**src/rtl/bp_bram_write_arbiter_pkg.sv**
```systemverilog
// Shared constants and types for the BRAM write arbiter.
//   DataW / AddrW  : BRAM word and address widths.
//   FrameBeats     : port A words per complete decompressed polyvec.
//   ACntW          : width of the port A beat counter.
//   owner_e        : arbiter FSM state, also exported on the owner output.
package bp_bram_write_arbiter_pkg;

  localparam int unsigned DataW      = 96;
  localparam int unsigned AddrW      = 6;
  localparam int unsigned FrameBeats = 64;
  localparam int unsigned ACntW      = 7;

  typedef enum logic [1:0] {
    StIdle = 2'd0,
    StOwnA = 2'd1,
    StOwnB = 2'd2
  } owner_e;

endpackage

```
**src/rtl/bp_bram_write_arbiter.sv**
```systemverilog
// Two-port write arbiter in front of a single BRAM write port.
//   Port A (ciphertext decompressor) always wins and cannot be stalled.
//   Port B (polynomial engine) is a valid/grant burst port that is stalled
//   while A is active and resumes afterwards with no lost or repeated beat.
// Ports:
//   clk, rst_n              : clock, asynchronous active-low reset
//   a_session_i, a_we_i     : port A session level and write strobe
//   a_wad_i, a_wdata_i      : port A write address / data
//   b_req_i, b_last_i       : port B write valid and last-beat marker
//   b_wad_i, b_wdata_i      : port B write address / data
//   b_gnt_o                 : port B beat accepted when b_req_i & b_gnt_o
//   bram_we_o/wad_o/wdata_o : registered BRAM write port (latency 1)
//   a_frame_done_o          : pulse with the write of the last beat of an A frame
//   b_burst_done_o          : pulse with the write of the B last beat
//   owner_o                 : FSM state (0 idle, 1 port A, 2 port B)
module bp_bram_write_arbiter
  import bp_bram_write_arbiter_pkg::*;
#(
  parameter int unsigned DATA_W      = DataW,
  parameter int unsigned ADDR_W      = AddrW,
  parameter int unsigned FRAME_BEATS = FrameBeats
) (
  input  logic              clk,
  input  logic              rst_n,
  input  logic              a_session_i,
  input  logic              a_we_i,
  input  logic [ADDR_W-1:0] a_wad_i,
  input  logic [DATA_W-1:0] a_wdata_i,
  input  logic              b_req_i,
  input  logic [ADDR_W-1:0] b_wad_i,
  input  logic [DATA_W-1:0] b_wdata_i,
  input  logic              b_last_i,
  output logic              b_gnt_o,
  output logic              bram_we_o,
  output logic [ADDR_W-1:0] bram_wad_o,
  output logic [DATA_W-1:0] bram_wdata_o,
  output logic              a_frame_done_o,
  output logic              b_burst_done_o,
  output logic [1:0]        owner_o
);

  localparam logic [ACntW-1:0] ALastCnt = ACntW'(FRAME_BEATS - 1);

  owner_e              owner_q, owner_d;
  logic [ACntW-1:0]    a_cnt_q, a_cnt_d;
  logic                a_session_q;
  logic                bram_we_q, bram_we_d;
  logic [ADDR_W-1:0]   bram_wad_q, bram_wad_d;
  logic [DATA_W-1:0]   bram_wdata_q, bram_wdata_d;
  logic                frame_done_q, frame_done_d;
  logic                burst_done_q;

  logic a_busy;
  logic b_acc;
  logic b_done;
  logic a_abort;

  assign a_busy  = a_session_i | a_we_i;
  // Gated by rst_n so B never sees a grant while the arbiter is held in reset.
  assign b_gnt_o = rst_n & (owner_q != StOwnA) & ~a_busy;
  assign b_acc   = b_req_i & b_gnt_o;
  assign b_done  = b_acc & b_last_i;
  // Session dropped before the frame completed: discard the partial count.
  assign a_abort = a_session_q & ~a_session_i & (a_cnt_q != '0);

  always_comb begin
    owner_d = owner_q;
    unique case (owner_q)
      StIdle: begin
        if (a_busy) begin
          owner_d = StOwnA;
        end else if (b_req_i && !b_done) begin
          // A single-beat burst is finished in the same cycle it is granted.
          owner_d = StOwnB;
        end
      end
      StOwnA: begin
        if (!a_busy) owner_d = StIdle;
      end
      StOwnB: begin
        if (a_busy) begin
          owner_d = StOwnA;
        end else if (b_done) begin
          owner_d = StIdle;
        end
      end
      default: owner_d = StIdle;
    endcase
  end

  always_comb begin
    a_cnt_d      = a_cnt_q;
    frame_done_d = 1'b0;
    if (a_abort) begin
      a_cnt_d = '0;
    end else if (a_we_i) begin
      if (a_cnt_q == ALastCnt) begin
        a_cnt_d      = '0;
        frame_done_d = 1'b1;
      end else begin
        a_cnt_d = a_cnt_q + 1'b1;
      end
    end
  end

  // Write-port mux: A has absolute priority; address/data hold when idle.
  always_comb begin
    bram_we_d    = a_we_i | b_acc;
    bram_wad_d   = bram_wad_q;
    bram_wdata_d = bram_wdata_q;
    if (a_we_i) begin
      bram_wad_d   = a_wad_i;
      bram_wdata_d = a_wdata_i;
    end else if (b_acc) begin
      bram_wad_d   = b_wad_i;
      bram_wdata_d = b_wdata_i;
    end
  end

  always_ff @(posedge clk or negedge rst_n) begin
    if (!rst_n) begin
      owner_q      <= StIdle;
      a_cnt_q      <= '0;
      a_session_q  <= 1'b0;
      bram_we_q    <= 1'b0;
      bram_wad_q   <= '0;
      bram_wdata_q <= '0;
      frame_done_q <= 1'b0;
      burst_done_q <= 1'b0;
    end else begin
      owner_q      <= owner_d;
      a_cnt_q      <= a_cnt_d;
      a_session_q  <= a_session_i;
      bram_we_q    <= bram_we_d;
      bram_wad_q   <= bram_wad_d;
      bram_wdata_q <= bram_wdata_d;
      frame_done_q <= frame_done_d;
      burst_done_q <= b_done;
    end
  end

  assign bram_we_o      = bram_we_q;
  assign bram_wad_o     = bram_wad_q;
  assign bram_wdata_o   = bram_wdata_q;
  assign a_frame_done_o = frame_done_q;
  assign b_burst_done_o = burst_done_q;
  assign owner_o        = owner_q;

endmodule

```
**config.mk**
```make
export PLATFORM = sky130hd
export DESIGN_NAME = bp_bram_write_arbiter
export DESIGN_NICKNAME = d
export VERILOG_FILES = /design/src/rtl/bp_bram_write_arbiter_pkg.sv /design/src/rtl/bp_bram_write_arbiter.sv
export SDC_FILE = /design/constraint.sdc
export NUM_CORES = 1
export LEC_CHECK = 0
export CAP_MARGIN = 20
export CELL_PAD_IN_SITES_DETAIL_PLACEMENT = 1
export CELL_PAD_IN_SITES_GLOBAL_PLACEMENT = 1
export CORE_ASPECT_RATIO = 0.6
export CORE_UTILIZATION = 35
export DETAILED_ROUTE_END_ITERATION = 7
export DONT_BUFFER_PORTS = 1
export GPL_TIMING_DRIVEN = 1
export PLACE_DENSITY = 0.72
export SLEW_MARGIN = 25
export SYNTH_ARGS = -nofsm -noshare
export SYNTH_HDL_FRONTEND = slang
export SYNTH_SLANG_ARGS = --single-unit
```
**constraint.sdc**
```tcl
create_clock -name clk -period 1.55 [get_ports clk]
set_input_delay 0.31 -clock clk [delete_from_list [all_inputs] [get_ports clk]]
set_output_delay 0.31 -clock clk [all_outputs]
set_load 0.01 [all_outputs]
```
==> results of run 1 <==
[cell usage after synthesis (all sizes together) (2+ instances only)]
cell type and n:
mux2 204, o211ai 2, nand2 4, nand4 2, a311oi 3, nor4 2
ha 2, nor2 4, nor3 2, a21oi 3, nand3 4, inv 5
nand2b 4, buf 24, xor2 2, dfrtp 115
[logic make-up (layout without fill, tap and decap cells)]
family          after synthesis  after routing  share of synthesized area (%)
compound gates               13             13                          1.736
flops                       115            115                          48.70
mux                         204            204                          43.26
fa+ha+maj                     2              2                         0.4234
xor+xnor                      2              2                         0.2965
simple gates                 25             25                          2.265
buf+inv                      30             53                          3.324
[sequential cells by signal (all words and copies together) (netlist names)]
| name | flops |
|---|---|
| owner_o | 2 |
| b_burst_done_o | 1 |
| bram_wdata_o | 96 |
| a_frame_done_o | 1 |
| bram_wad_o | 6 |
| a_cnt_q | 7 |
| a_session_q | 1 |
| bram_we_o | 1 |
[where the power goes]
part           leakage (nW)  switching [W]  total, W  internal [W]
Combinational          1.33       0.000389   0.00119      0.000802
Sequential             1.36       0.000520   0.00392       0.00340
Clock                 0.288        0.00141   0.00402       0.00261
Total                  2.98        0.00231   0.00914       0.00682
[repair_timing]
action	CTS	global route
cloned	0	4
setup endpoints to repair	1	45
buffers inserted	0	1
pin swaps	0	1
endpoints found under the hold margin	117	115
gates resized for setup	1	7
[metal layers]
metal | up-vias | share of wire (%) | track usage, %
li1 | 1434 | - | -
met4 | 0 | 0.89 | 5.336
met3 | 7 | 7.6 | 5.605
met2 | 170 | 50 | 25.35
met1 | 1645 | 42 | 19.14
met5 | - | 0 | 0
[worst paths after layout]
path                                        startpoint                            to  slack [ps]  cells after the start
worst min register to register  a_cnt_q[6]$_DFFE_PN0P_      a_frame_done_o$_DFF_PN0_         470                      1
worst max-delay path            owner_o[1]$_DFFE_PN0P_  bram_wdata_o[51]$_DFFE_PN0P_         -20                      5
worst min-delay path                             rst_n  bram_wdata_o[89]$_DFFE_PN0P_        -400                      0
worst max register to register  owner_o[1]$_DFFE_PN0P_  bram_wdata_o[51]$_DFFE_PN0P_         -20                      5
min in group clk                               b_req_i      b_burst_done_o$_DFF_PN0_          40                      2
max in group asynchronous                        rst_n        a_cnt_q[0]$_DFFE_PN0P_        1650                      0
[stage by stage]
stage | utilization (%) | hold WS (ps) | setup WS (ps) | cells | TNS (ps)
after floorplan | - | 14.41 | 12.12 | 391 | 0
after global placement | 37.51 | 16.39 | 51.21 | 603 | 0
after detailed placement | 37.51 | 15.87 | 14.83 | 603 | 0
after CTS | 41.41 | -426.5 | 13.02 | 637 | 0
after global routing | 42.20 | -436.0 | -60.03 | 642 | -2398
final | 42.20 | -404.9 | -18.45 | 642 | -89.54
[layout make-up]
type | instances | area [um^2]
sequential | 115 | 2879
multi-input combinational | 246 | 2859
fill | 1635 | 9450
inverter | 5 | 18.77
timing repair buffer | 16 | 245.2
clock buffer | 20 | 456.7
tap | 228 | 285.3
clock inverter | 12 | 156.4
==> flow_summary.json, run 1 <==
{
  "status": "finished, violations left",
  "violations": "hold timing, setup timing",
  "slowest_stage": "dfrtp_1",
  "p_per_area_nw_per_um2": 1324,
  "clkLatencyLatePin_ps": 400,
  "design_area_um2": 6900,
  "io_buffers": 0,
  "avgSynthCellArea_um2": 15.11,
  "ys_types": 31,
  "routabilityCongestion": 0.8376,
  "crit_chain": "nand2b_4 > a41o_4 > buf_12 > clkbuf_16 > mux2_4",
  "place_hpwl_mm": 9.742,
  "dpl-instance-area_um2": 6133,
  "grt_remaining_overflow": 0,
  "crit_path_start_kind": "register",
  "coreArea_um2": 16350,
  "hp-class": "in2async",
  "setup_viol_count_final": 10,
  "grt_pass1_vias": 3520,
  "whs_ps": -404.9,
  "final_cell_mix": "mux2_2, dfrtp_1, mux2_4",
  "layout_commonest_cell": "mux2_2",
  "route.detailed.drc": 0,
  "cts_tree": "built",
  "cap_violations": 0,
  "slew_violations": 0,
  "die_x_um": 169.8,
  "hold_buffers": 2,
  "die_h_um": 102.7,
  "critical_path_class": "reg2reg",
  "start_util_pct": 36.14,
  "worst_slack_ps": -18.45,
  "grt_max_degree": 119,
  "ys_ff_latch": 115,
  "ys_warn_count": 0,
  "yosys.area.top_type_share_pct": 48.70,
  "synth.yosys.seq_area_share_pct": 48.70,
  "num_io_pins": 318,
  "vdd_drop_max_mv": 0.5657,
  "synthTopCellsByArea": "dfrtp_1, mux2_2, mux2_4",
  "crit_fanout": 5,
  "cts_max_path_buffers": 2,
  "rsz0062_at_grt": "true",
  "cp_data_required_time_ps": 1840,
  "grt_pass1_wl_mm": 20.27,
  "antenna_found_initial": 1,
  "cts.sinks": 115,
  "grtUsageTotal_pct": 15.51,
  "p_leak_nw": 2.975,
  "synth_edf_count": 0,
  "hold_viol_final": 115,
  "first_iter_violations": 163,
  "fin_worst_skew_ps": 13.05,
  "syn_nets": 603,
  "finalWirelength_mm": 13.99,
  "cp_top_family": "flip-flops",
  "firstDrtPassIters": 4,
  "path_buf_inv": 2,
  "max_slew_margin_pct": 79.96,
  "layout.nets": 613,
  "end_kind": "register",
  "async_flop_share_pct": 100.0,
  "max_freq_mhz": 637.6,
  "routed_via_density": 5.072,
  "clock-root-buffer": "clkbuf_16",
  "antenna_cells": 0,
  "synthFlopType": "dfrtp_1",
  "cp_slowest_stage_delay_ps": 380,
  "wire_per_inst_um": 21.79,
  "final.period_utilization_pct": 101.2,
  "worst_slew_pin_slew_ps": 297.9,
  "dieArea_um2": 17420,
  "total_power_w": 0.009135,
  "clk_pin_slew_ps": 60,
  "synth_area_um2": 5909,
  "arrival_ps": 1860,
  "row_count": 36,
  "synthCells": 391,
  "cts_inserted_buffers": 17,
  "route.antenna.remaining_nets": 0,
  "htreeDepth": 4,
  "drive_above_1_share_pct": 62.08,
  "synth_top_cell_by_area": "dfrtp_1",
  "fin_crit_ps": 1568,
  "area_growth_pct": 16.77,
  "vias": 3256
}
(Power assumes the default switching activity.)
==> run 2: changes to the inputs <==
--- a/config.mk
+++ b/config.mk
@@ -9,11 +9,11 @@
 export CELL_PAD_IN_SITES_DETAIL_PLACEMENT = 1
 export CELL_PAD_IN_SITES_GLOBAL_PLACEMENT = 1
 export CORE_ASPECT_RATIO = 0.6
-export CORE_UTILIZATION = 35
+export CORE_UTILIZATION = 27
 export DETAILED_ROUTE_END_ITERATION = 7
 export DONT_BUFFER_PORTS = 1
 export GPL_TIMING_DRIVEN = 1
-export PLACE_DENSITY = 0.72
+export PLACE_DENSITY = 0.61
 export SLEW_MARGIN = 25
 export SYNTH_ARGS = -nofsm -noshare
 export SYNTH_HDL_FRONTEND = slang
==> run 2 against run 1 <==
  * The run ends with DRC, hold timing left
  * First-iteration DRC count down 47%
  * Clock skew fell by 7.4 ps
  * Die area rose by 29%
  * Maximum frequency is 2.8% higher
  * Clock power down 4%
  * Core utilization shrank 9.0 points
  * Design area is 2.1% higher
  * Setup slack better by 43 ps
  * Highest routed layer unchanged
==> flow_summary.json, run 2 (synthesized netlist as in run 1, its figures left out) <==
{
  "end_kind": "register",
  "wire_per_inst_um": 19.56,
  "final.period_utilization_pct": 98.44,
  "grt_pass1_wl_mm": 19.70,
  "area_growth_pct": 19.23,
  "crit_path_start_kind": "register",
  "arrival_ps": 1810,
  "hold_viol_final": 115,
  "status": "finished, violations left",
  "max_freq_mhz": 655.4,
  "crit_cells": 5,
  "rr_endpoint": "bram_wad_o[4]$_DFFE_PN0P_",
  "rsz0062_at_grt": "true",
  "first_iter_violations": 86,
  "row_count": 41,
  "start_util_pct": 27.82,
  "rr_startpoint": "owner_o[1]$_DFFE_PN0P_",
  "die_x_um": 193.0,
  "cp_data_required_time_ps": 1840,
  "reg2reg_depth": 5,
  "path_buf_inv": 2,
  "slew_violations": 0,
  "crit_fanout": 19,
  "largest_reg_flops": 96,
  "drive_above_1_share_pct": 63.17,
  "route.antenna.remaining_nets": 0,
  "clk_pin_slew_ps": 50,
  "vias": 3283,
  "max_slew_margin_pct": 79.76,
  "grt_remaining_overflow": 0,
  "firstDrtPassIters": 8,
  "grt_max_degree": 119,
  "rrSetupSlack_ps": 20,
  "cts_inserted_buffers": 17,
  "fin_crit_ps": 1526,
  "cts_tree": "built",
  "routed_via_density": 4.637,
  "clock-root-buffer": "clkbuf_16",
  "antenna_cells": 0,
  "layout.nets": 632,
  "vdd_drop_max_mv": 0.5461,
  "antenna_found_initial": 0,
  "nFillCells": 2222,
  "clkLatencyLatePin_ps": 410,
  "final_cell_mix": "mux2_2, dfrtp_1, mux2_4",
  "grtUsageTotal_pct": 11.87,
  "hold_buffers": 4,
  "layout_commonest_cell": "mux2_2",
  "htreeDepth": 4,
  "dieArea_um2": 22500,
  "whs_ps": -405.2,
  "cts.sinks": 115,
  "finalWirelength_mm": 13.85,
  "routabilityCongestion": 0.7177,
  "place_hpwl_mm": 9.866,
  "die_h_um": 116.6,
  "num_io_pins": 318,
  "cp_top_family": "flip-flops",
  "cap_violations": 0,
  "route.detailed.drc": 15,
  "io_buffers": 0,
  "crit_chain": "nand2b_4 > a41o_4 > buf_12 > clkbuf_16 > mux2_4",
  "setup_viol_count_final": 0,
  "grt_pass1_vias": 3592,
  "worst_slew_pin_slew_ps": 301.1,
  "p_per_area_nw_per_um2": 1281,
  "coreArea_um2": 21240,
  "cts_max_path_buffers": 2,
  "critical_path_class": "reg2reg",
  "p_leak_nw": 3.058,
  "fin_util_pct": 33.17,
  "hp-class": "in2async",
  "violations": "DRC, hold timing",
  "fin_worst_skew_ps": 5.626,
  "cp_slowest_stage_delay_ps": 370,
  "slowest_stage": "dfrtp_1"
}
-- run 2: layout make-up --
type	instances	area (um^2)	area share (%)
timing repair buffer	35	351.6	4.990
clock buffer	23	508.0	7.210
tap	279	349.1	4.955
sequential	115	2878	40.85
inverter	5	18.77	0.2664
clock inverter	5	75.07	1.066
multi-input combinational	246	2865	40.67
-- run 2: worst max-delay path by stage --
| stage | from | end | slack, ps |
|---|---|---|---|
| finish | owner_o[1]$_DFFE_PN0P_ | bram_wad_o[4]$_DFFE_PN0P_ | 20 |
| global route | owner_o[0]$_DFFE_PN0P_ | b_gnt_o | -9 |
| CTS | owner_o[0]$_DFFE_PN0P_ | bram_wdata_o[46]$_DFFE_PN0P_ | -3 |
| detailed placement | owner_o[1]$_DFFE_PN0P_ | bram_wdata_o[46]$_DFFE_PN0P_ | -20 |
| global placement | owner_o[1]$_DFFE_PN0P_ | bram_wdata_o[52]$_DFFE_PN0P_ | 30 |
| floorplan | a_we_i | bram_wad_o[0]$_DFFE_PN0P_ | 10 |
-- run 2: metrics by stage --
| step | instances | instance area, um^2 | power, W | setup TNS [ps] | setup WS (ps) |
|---|---|---|---|---|---|
| finish | 708 | 7046 | 0.009026 | 0 | 24.18 |
| global placement | 669 | 6322 | 0.005100 | 0 | 29.52 |
| CTS | 701 | 6965 | 0.009131 | -4.646 | -3.098 |
| floorplan | 391 | 5909 | 0.004853 | 0 | 12.12 |
| global route | 708 | 7046 | 0.009424 | -8.834 | -8.834 |
| detailed placement | 669 | 6322 | 0.005168 | -169.1 | -19.07 |
-- run 2: per-layer routing --
metal | vias up | track usage, % | part of all wire [%]
met5 | - | 0 | 0
met4 | 0 | 4.896 | 1.2
met3 | 9 | 4.688 | 7.5
met2 | 160 | 19.59 | 50
met1 | 1639 | 13.85 | 41
li1 | 1475 | - | -
-- run 2: what timing repair did --
| item | in CTS | in global routing |
|---|---|---|
| gates cloned | 0 | 1 |
| resized for setup | 3 | 2 |
| setup endpoints to repair | 39 | 27 |
| endpoints found under the hold margin | 117 | 115 |
| setup buffers | 0 | 6 |
-- run 2: where the power goes --
group          switching (W)  internal (W)  total [W]
clock                0.00130       0.00257    0.00387
sequential          0.000519       0.00341    0.00392
combinational       0.000398      0.000829    0.00123
==> run 3: changes to the inputs <==
--- a/config.mk
+++ b/config.mk
@@ -18,3 +18,4 @@
 export SYNTH_ARGS = -nofsm -noshare
 export SYNTH_HDL_FRONTEND = slang
 export SYNTH_SLANG_ARGS = --single-unit
+export TNS_END_PERCENT = 10
==> run 3 against run 2 <==
  * The run still ends with DRC, hold timing left
  * Critical path type unchanged
  * Core utilization decreased by 0.33 points
  * Largest power group unchanged
  * Clock skew about the same
  * Setup slack got worse by 17 ps
  * Via count decreased by 0.88%
==> flow_summary.json, run 3 (synthesized netlist as in run 1, its figures left out) <==
{
  "status": "finished, violations left",
  "violations": "DRC, hold timing",
  "use_met1_pct": 13.85,
  "rr_endpoint": "bram_wdata_o[46]$_DFFE_PN0P_",
  "vdd_drop_max_mv": 0.5461,
  "vias": 3254,
  "use_met2_pct": 19.59,
  "place_hpwl_mm": 9.866,
  "max_freq_mhz": 648.3,
  "drive_above_1_share_pct": 62.56,
  "hold_viol_final": 115,
  "final.period_utilization_pct": 99.52,
  "first_iter_violations": 79,
  "antenna_cells": 0,
  "rr_startpoint": "owner_o[1]$_DFFE_PN0P_",
  "fin_crit_ps": 1542,
  "crit_fanout": 19,
  "power.switching_w": 0.002206,
  "grt_remaining_overflow": 0,
  "cap_violations": 0,
  "dp.cells": 669,
  "grt_max_degree": 119,
  "arrival_ps": 1830,
  "whs_ps": -405.2,
  "end_kind": "register",
  "worst_slew_pin_slew_ps": 301.1,
  "row_count": 41,
  "finalNonFillerCells": 701,
  "design_area_um2": 6975,
  "cts_tree": "built",
  "clkPwrFrac_pct": 43.0,
  "crit_path_start_kind": "register",
  "clock-root-buffer": "clkbuf_16",
  "grt_busiest_layer": "met2",
  "clk_pin_slew_ps": 50,
  "pwr-share-seq_pct": 43.6,
  "p_sw_share_pct": 24.52,
  "coreArea_um2": 21240,
  "grt_pass1_wl_mm": 19.70,
  "p_per_area_nw_per_um2": 1290,
  "setup_viol_count_final": 0,
  "globalRouteMet3Util_pct": 4.688,
  "finalSetupTns_ps": 0,
  "route.antenna.remaining_nets": 0,
  "hold_buffers": 4,
  "num_io_pins": 318,
  "cts_inserted_buffers": 17,
  "slew_violations": 0,
  "grt_pass1_vias": 3592,
  "die_h_um": 116.6,
  "p_comb_share_pct": 13.4,
  "pre_cts_ws_ps": -19.07,
  "start_util_pct": 27.82,
  "final_cell_mix": "mux2_2, dfrtp_1, mux2_4",
  "antenna_found_initial": 0,
  "critical_path_class": "reg2reg",
  "hp-class": "in2async",
  "die_x_um": 193.0,
  "io_buffers": 0,
  "wire_per_inst_um": 19.52,
  "rsz0062_at_grt": "true",
  "routabilityCongestion": 0.7177,
  "cts.sinks": 115,
  "fin_worst_skew_ps": 5.545,
  "dpl-instance-area_um2": 6322,
  "area_growth_pct": 18.04,
  "layout.nets": 625,
  "layout_commonest_cell": "mux2_2",
  "max_slew_margin_pct": 79.76,
  "postCtsSetupRepairBufs": 0,
  "area.sequential_um2": 2878,
  "p_leak_nw": 3.016,
  "largest_reg_flops": 96,
  "internal_power_w": 0.006792,
  "routed_via_density": 4.642,
  "firstDrtPassIters": 6,
  "cts_max_path_buffers": 2,
  "htreeDepth": 4,
  "fin_util_pct": 32.84,
  "cp_data_required_time_ps": 1830,
  "worst_slack_ps": 7.513,
  "finalWirelength_mm": 13.69,
  "route.detailed.drc": 15,
  "reg2reg_depth": 5,
  "dieArea_um2": 22500,
  "multiInputGateArea_um2": 2865,
  "rrSetupSlack_ps": 8,
  "grtUsageTotal_pct": 11.87,
  "clkLatencyLatePin_ps": 410,
  "nFillCells": 2220
}
## run 3: cell count changes in the layout (fill, tap and decap cells not counted), sizes merged
| cell | change |
|---|---|
| buf | -6 |
| clkbuf | -1 |
## run 3: layer usage
| layer | vias to the layer above | routed length, um |
|---|---|---|
| met2 | 160 | 6832 |
| li1 | 1461 | - |
| met4 | 0 | 167 |
| met5 | - | 0 |
| met1 | 1624 | 5653 |
| met3 | 9 | 1033 |
## run 3: cell type report
cell class | count | area share (%)
clock buffers | 23 | 7.283
clock inverters | 5 | 1.076
repair buffers | 28 | 4.036
multi-input cells | 246 | 41.08
flip-flops and latches | 115 | 41.26
well taps | 279 | 5.004
inverters | 5 | 0.2691
## run 3: worst max path at each step
stage                                 startpoint  cells past startpoint  slack (ps)                           end
after floorplan                           a_we_i                      4          10     bram_wad_o[0]$_DFFE_PN0P_
after global placement    owner_o[1]$_DFFE_PN0P_                      5          30  bram_wdata_o[52]$_DFFE_PN0P_
after detailed placement  owner_o[1]$_DFFE_PN0P_                      5         -20  bram_wdata_o[46]$_DFFE_PN0P_
after CTS                 owner_o[0]$_DFFE_PN0P_                      5          -3  bram_wdata_o[46]$_DFFE_PN0P_
after global routing      owner_o[0]$_DFFE_PN0P_                      5         -30  bram_wdata_o[48]$_DFFE_PN0P_
final                     owner_o[1]$_DFFE_PN0P_                      5           8  bram_wdata_o[46]$_DFFE_PN0P_
## run 3: critical path, cell delays in order (launching register included)
cell and delay [ps]:
dfrtp_1 370, nand2b_4 150, a41o_4 230, buf_12 160, buf_16 170, mux2_4 310
## run 3: power by group through the flow
| stage | registers [W] | clock network (W) | logic (W) |
|---|---|---|---|
| finish | 0.00392 | 0.00387 | 0.00121 |
| global route | 0.00397 | 0.00412 | 0.00131 |
| CTS | 0.00393 | 0.00398 | 0.00122 |
| detailed placement | 0.00396 | 0 | 0.00120 |
| global placement | 0.00397 | 0 | 0.00113 |
| floorplan | 0.00384 | 0 | 0.00101 |
## run 3: repair_timing
action / 4_1_cts / 5_1_grt
endpoints found under the hold margin: 117 / 115
setup endpoints to repair: 39 / 27
resized for setup: 3 / 2
## run 3: stage by stage
| step | power (W) | hold slack (ps) |
|---|---|---|
| after CTS | 0.009131 | -435.6 |
| after floorplan | 0.004853 | 14.41 |
| after detailed placement | 0.005168 | 17.21 |
| after global placement | 0.005100 | 16.97 |
| after global routing | 0.009400 | -441.9 |
| final | 0.008998 | -405.2 |
